===== config.mk =====
export PLATFORM = sky130hd
export DESIGN_NAME = timing_leak_monitor_flat
export DESIGN_NICKNAME = d
export VERILOG_FILES = /design/src/rtl/timing_leak_monitor_if.sv /design/src/rtl/timing_leak_monitor.sv /design/src/flat_wrapper.sv
export SDC_FILE = /design/constraint.sdc
export NUM_CORES = 1
export LEC_CHECK = 0
export CORE_MARGIN = 8
export CORE_UTILIZATION = 55
export DETAILED_ROUTE_END_ITERATION = 6
export PLACE_DENSITY = 0.77
export SYNTH_ARGS = -nofsm -noshare
export SYNTH_HDL_FRONTEND = slang
export SYNTH_SLANG_ARGS = --single-unit

===== constraint.sdc =====
create_clock -name clk -period 8.5 [get_ports clk]
set_input_delay 1.275 -clock clk [delete_from_list [all_inputs] [get_ports clk]]
set_output_delay 1.275 -clock clk [all_outputs]
set_load 0.005 [all_outputs]

===== src/rtl/timing_leak_monitor_if.sv =====
// Trial control and result bus between the stimulus driver (master) and timing_leak_monitor (slave).
// Parameters must match those of the monitor instance it connects to.
interface timing_leak_monitor_if #(
    parameter int COPIES    = 4,
    parameter int CNT_W     = 16,
    parameter int LEAKCNT_W = 8
);
    logic                 start;
    logic [COPIES-1:0]    copy_done;
    logic                 copy_start;
    logic                 busy;
    logic                 done;
    logic                 leak;
    logic                 timeout;
    logic [COPIES-1:0]    done_mask;
    logic [CNT_W-1:0]     min_lat;
    logic [CNT_W-1:0]     max_lat;
    logic [LEAKCNT_W-1:0] leak_count;

    modport master (
        output start, copy_done,
        input  copy_start, busy, done, leak, timeout, done_mask, min_lat, max_lat, leak_count
    );

    modport slave (
        input  start, copy_done,
        output copy_start, busy, done, leak, timeout, done_mask, min_lat, max_lat, leak_count
    );
endinterface


===== src/rtl/timing_leak_monitor.sv =====
// Launches COPIES sequential cores together, records each copy's completion latency and
// flags any divergence between copies (timing leak), with timeout and saturating leak tally.
module timing_leak_monitor #(
    parameter int COPIES    = 4,
    parameter int CNT_W     = 16,
    parameter int TIMEOUT   = 1024,
    parameter int LEAKCNT_W = 8
) (
    input logic                 clk,
    input logic                 rst,
    timing_leak_monitor_if.slave bus
);
    typedef enum logic [1:0] {IDLE, RUN, REPORT} state_t;

    localparam logic [COPIES-1:0] ALL_SEEN = '1;

    state_t           state, stateNext;
    logic [CNT_W-1:0] cnt;
    logic [COPIES-1:0] seen, newArr, seenNext;
    logic [CNT_W-1:0] lat     [COPIES];
    logic [CNT_W-1:0] latNext [COPIES];
    logic [CNT_W-1:0] minNext, maxNext;
    logic             allSeen, atTimeout, finish, leakNext, launch;

    // Arrivals this cycle, and the latency extremes including them
    always_comb begin
        newArr   = bus.copy_done & ~seen;
        seenNext = seen | newArr;
        minNext  = '1;
        maxNext  = '0;
        for (int i = 0; i < COPIES; i++) begin
            latNext[i] = newArr[i] ? cnt : lat[i];
            if (seenNext[i]) begin
                if (latNext[i] < minNext) minNext = latNext[i];
                if (latNext[i] > maxNext) maxNext = latNext[i];
            end
        end
        allSeen   = (seenNext == ALL_SEEN);
        atTimeout = (cnt == CNT_W'(TIMEOUT)) && !allSeen;
        finish    = allSeen || atTimeout;
        // A partial set at timeout is already a divergence: some copies finished, others did not
        leakNext  = allSeen ? (minNext != maxNext) : (|seenNext);
    end

    always_ff @(posedge clk or negedge rst) begin
        if (!rst) state <= IDLE;
        else      state <= stateNext;
    end

    always_comb begin
        stateNext = state;
        launch    = 1'b0;
        case (state)
            IDLE, REPORT: begin
                if (bus.start) begin
                    launch    = 1'b1;
                    stateNext = RUN;
                end
            end
            RUN: begin
                if (finish) stateNext = REPORT;
            end
            default: stateNext = IDLE;
        endcase
    end

    // Gated by reset so every output reads 0 while reset is held
    assign bus.copy_start = launch & rst;
    assign bus.busy       = (state == RUN);

    always_ff @(posedge clk or negedge rst) begin
        if (!rst) begin
            cnt            <= '0;
            seen           <= '0;
            for (int i = 0; i < COPIES; i++) lat[i] <= '0;
            bus.done       <= 1'b0;
            bus.leak       <= 1'b0;
            bus.timeout    <= 1'b0;
            bus.done_mask  <= '0;
            bus.min_lat    <= '0;
            bus.max_lat    <= '0;
            bus.leak_count <= '0;
        end else begin
            bus.done <= 1'b0;
            if (launch) begin
                cnt           <= CNT_W'(1);
                seen          <= '0;
                for (int i = 0; i < COPIES; i++) lat[i] <= '0;
                bus.leak      <= 1'b0;
                bus.timeout   <= 1'b0;
                bus.done_mask <= '0;
                bus.min_lat   <= '1;
                bus.max_lat   <= '0;
            end else if (state == RUN) begin
                cnt         <= cnt + CNT_W'(1);
                seen        <= seenNext;
                for (int i = 0; i < COPIES; i++) lat[i] <= latNext[i];
                bus.min_lat <= minNext;
                bus.max_lat <= maxNext;
                if (finish) begin
                    bus.done      <= 1'b1;
                    bus.timeout   <= !allSeen;
                    bus.done_mask <= seenNext;
                    bus.leak      <= leakNext;
                    if (leakNext && (bus.leak_count != '1))
                        bus.leak_count <= bus.leak_count + LEAKCNT_W'(1);
                end
            end
        end
    end
endmodule


===== src/flat_wrapper.sv =====
// flat-port wrapper written by rule: the top's interface ports become plain ports
module timing_leak_monitor_flat 
#(
    parameter int COPIES    = 4,
    parameter int CNT_W     = 16,
    parameter int TIMEOUT   = 1024,
    parameter int LEAKCNT_W = 8
)
  (clk, rst, bus_start, bus_copy_done, bus_copy_start, bus_busy, bus_done, bus_leak, bus_timeout, bus_done_mask, bus_min_lat, bus_max_lat, bus_leak_count);
  timing_leak_monitor_if #(.COPIES(COPIES), .CNT_W(CNT_W), .LEAKCNT_W(LEAKCNT_W)) bus_i ();
  input logic clk;
  input logic rst;
  input wire logic [$bits(bus_i.start)-1:0] bus_start;
  input wire logic [$bits(bus_i.copy_done)-1:0] bus_copy_done;
  output wire logic [$bits(bus_i.copy_start)-1:0] bus_copy_start;
  output wire logic [$bits(bus_i.busy)-1:0] bus_busy;
  output wire logic [$bits(bus_i.done)-1:0] bus_done;
  output wire logic [$bits(bus_i.leak)-1:0] bus_leak;
  output wire logic [$bits(bus_i.timeout)-1:0] bus_timeout;
  output wire logic [$bits(bus_i.done_mask)-1:0] bus_done_mask;
  output wire logic [$bits(bus_i.min_lat)-1:0] bus_min_lat;
  output wire logic [$bits(bus_i.max_lat)-1:0] bus_max_lat;
  output wire logic [$bits(bus_i.leak_count)-1:0] bus_leak_count;
  assign bus_i.start = bus_start;
  assign bus_i.copy_done = bus_copy_done;
  assign bus_copy_start = bus_i.copy_start;
  assign bus_busy = bus_i.busy;
  assign bus_done = bus_i.done;
  assign bus_leak = bus_i.leak;
  assign bus_timeout = bus_i.timeout;
  assign bus_done_mask = bus_i.done_mask;
  assign bus_min_lat = bus_i.min_lat;
  assign bus_max_lat = bus_i.max_lat;
  assign bus_leak_count = bus_i.leak_count;
  timing_leak_monitor #(.COPIES(COPIES), .CNT_W(CNT_W), .TIMEOUT(TIMEOUT), .LEAKCNT_W(LEAKCNT_W)) u_core (.clk(clk), .rst(rst), .bus(bus_i));
endmodule

==> out/metrics.csv <==
stage,metric,value,unit
outcome,outcome,"finished, violations left",
outcome,failing checks,"design-rule violations, negative setup slack",
cts,Max Root-Sink Buffers,2,
placement,gpl congestion,0.974,
floorplanning,chip width,150,um
setup_path,R2R Setup Slk,0.37,ns
detailed_routing,routed wire length per instance,24.1,um
cts,CTS hold repair buffers,0,
yosys,"Async S/R FF share, synth",100,%
sta,fin worst setup slack,-0.0713,ns
sta,Worst Skew,0.0154,ns
yosys,largest cells by area after synthesis,"dfrtp_1 (34%), ha_1 (12%), mux2i_1 (6.2%)",
floorplanning,initial core utilization,55.5,%
grt,total gr overflow,0,
yosys,synth unique cells,76,
setup_path,reg2reg start,u_core.seen[1]$_DFFE_PN0P_,
grt,largest net degree at the start of global routing,74,
setup_path,Worst Path Max Fanout,8,
setup_path,max incr delay on CP,0.58,ns
sta,"Slew Viols, Final",0,
floorplanning,core area,17800,sq um
setup_path,R2R depth,37,
yosys,Mapped Cells,1107,
sta,Min Hold Slack,0.484,ns
setup_path,CP endpoint kind,register,
placement,DP Wirelength,24.6,mm
cts,# clock sinks,133,
placement,dpl ws,-1.68,ns
setup_path,CP Depth,34,
run,max-cap violations,0,
setup_path,CP startpoint,bus_copy_done[0],
placement,IO Port Bufs,55,
floorplanning,Die ar.,22600,sq um
yosys,mapped cell area,9900,sq um
sta,Final Hold Fails,0,
detailed_routing,DRT antenna net count,0,
sta,Final min period,8.57,ns
cts,H-tree depth,4,
grt,vias in the first global route,10400,
yosys,share of the synthesized area in the top cell type,33.6,%
cts,root buf cell,clkbuf_16,
finish,share of layout cells above drive strength 1,37.8,%
yosys,Synthesis Warnings,0,
cts,Worst-Skew Late Latency,0.45,ns
setup_path,Worst EP arrival,8.90,ns
setup_path,"Top cell by count, worst path",buf_6,
detailed_routing,Pre-Repair DR Iteration Count,7,
yosys,"area leader, netlist",dfrtp_1,
finish,Finished Layout Cells,1622,
sta,RSZ-0062 raised after global routing,yes,
yosys,syn avg cell area,8.95,sq um
setup_path,CP required,8.83,ns
floorplanning,Cell Rows,49,
finish,Inserted Diodes,0,
floorplanning,IO Pins,56,
setup_path,crit path max-delay cell type,or4_4,
detailed_routing,drt via density,6.63,
yosys,number of synthesized flops with an enable pin,0,
setup_path,Setup Crit Path Kind,in2reg,
placement,placed cells,1545,
detailed_routing,final WL,39.1,mm
setup_path,CP startpoint kind,input pin,
yosys,number of synthesized register bits,133,
worst_hold_path,worst hold-check path type,reg2reg,
grt,initial antenna violation count,0,
detailed_routing,DRC Markers,3,
detailed_routing,DRT iter0 DRCs,1167,
finish,# nets final,1483,
setup_path,Worst Setup EP,u_core.bus.leak_count[6]$_DFFE_PN0P_,
sta,Max Clk Rate,117,MHz
sta,worst slew pin tran,0.950,ns
finish,"commonest non-fill, non-tap cell in the layout",buf_4,
grt,Global Route Usage Sum,31.9,%
setup_path,Bufs and invs on worst path,6,
yosys,Main synth FF type,dfrtp_1,
finish,Layout area overhead,47.6,%
sta,crit share post-route,101,%
setup_path,r2r endpoint,u_core.bus.leak_count[6]$_DFFE_PN0P_,
finish,most frequent cells in the layout,"buf_4 (236), dfrtp_1 (133), nand2_1 (120)",
cts,clock slew at reported path FFs,0.06,ns
grt,first-pass GRT wire length,55.8,mm
yosys,sequential element share of the synthesized area,33.6,%
cts,cts bufs inserted,17,
sta,max_slew headroom,36.1,%
yosys,syn_nets,1210,
detailed_routing,Vias,10800,
floorplanning,Die Span Y,150,um
setup_path,crit-path leading delay family,compound AO/OA/AOI/OAI gates,
cts,TritonCTS clock tree,built,
sta,Final setup viols,7,
synth_stat cells (11+ instances only):
master	instances
dfrtp_1	133
nand2_1	127
o21ai_0	115
ha_1	96
inv_1	67
mux2i_1	61
nor2_1	61
clkbuf_1	49
mux2_2	42
a21oi_1	41
nand3_1	32
a22oi_1	20
nand4_1	20
o22ai_1	18
nand2b_1	11
xnor2_1	11
xor2_1	11
stage by stage:
step | instance area (sq um) | utilization [%] | TNS [ns]
after global placement | 12300 | 69.1 | -18.19
after detailed placement | 12300 | 69.1 | -18.72
after floorplan | 10000 | - | 0
after CTS | 13800 | 77.2 | -0.0639
after global routing | 14600 | 82.0 | -2.37
final | 14600 | 82.0 | -0.281
worst min-delay path by stage:
| stage | from | endpoint | slack, ns | cells past startpoint |
|---|---|---|---|---|
| 2_1_floorplan | u_core.lat[18]$_DFFE_PN0P_ | u_core.lat[18]$_DFFE_PN0P_ | 0.44 | 2 |
| 3_3_place_gp | u_core.lat[24]$_DFFE_PN0P_ | u_core.lat[24]$_DFFE_PN0P_ | 0.46 | 2 |
| 3_5_place_dp | u_core.lat[31]$_DFFE_PN0P_ | u_core.lat[31]$_DFFE_PN0P_ | 0.47 | 2 |
| 4_1_cts | u_core.lat[3]$_DFFE_PN0P_ | u_core.lat[3]$_DFFE_PN0P_ | 0.48 | 2 |
| 5_1_grt | u_core.lat[2]$_DFFE_PN0P_ | u_core.lat[2]$_DFFE_PN0P_ | 0.51 | 2 |
| 6_report | u_core.lat[3]$_DFFE_PN0P_ | u_core.lat[3]$_DFFE_PN0P_ | 0.48 | 2 |
area by class of cell:
type                    instances  area [sq um]
clock buffers                  18           429
repair buffers                322          2820
multi-input cells             839          7390
well taps                     229           287
inverters                      67           251
clock inverters                14           118
fillers                       962          3220
flip-flops and latches        133          3330
metal layers:
| layer | global-route usage [%] | vias up | wire length, um |
|---|---|---|---|
| met2 | 50.9 | 694 | 18000 |
| met4 | 17.3 | 0 | 2480 |
| li1 | - | 4598 | - |
| met5 | 0 | - | 0 |
| met1 | 39.8 | 5250 | 15200 |
| met3 | 6.94 | 216 | 3420 |
worst reg2reg max path: cells and delay by family, from the launching register on:
kind,cells,cell delay (ns)
and+or+nand+nor,10,1.91
AOI/OAI and AO/OA,9,1.84
muxes,5,1.40
buffers and inverters,9,1.37
adders and majority gates,3,0.83
DFF,1,0.40
xor gates and xnor gates,1,0.25
flip-flops by register name, summed over array words and instances (netlist names):
| signal | flops |
|---|---|
| u_core.cnt | 16 |
| u_core.bus.done | 1 |
| u_core.bus.timeout | 1 |
| u_core.bus.done_mask | 4 |
| u_core.bus.leak_count | 8 |
| u_core.bus.min_lat | 16 |
| u_core.bus.max_lat | 16 |
| u_core.bus.leak | 1 |
| u_core.lat | 64 |
| u_core.seen | 4 |
| u_core.state | 2 |
what timing repair did:
item / CTS / global route
endpoints found under the setup margin: 10 / 9
pin swaps: 39 / 54
gates resized for setup: 115 / 139
cloned: 4 / 1
setup buffers: 28 / 14
cell families after synthesis:
family,after synthesis,share of synthesized area [%]
AND/OR/NAND/NOR,304,14.4
AO/OA/AOI/OAI,303,20.2
buffers and inverters,136,5.55
flip-flops,133,33.6
multiplexers,113,12.2
adder cells (fa/ha/maj),96,12.1
XOR/XNOR,22,1.95
Power is left out: the tool's default activity adds up to more than one toggle a clock period on the data nets, which glitch-free logic cannot reach.
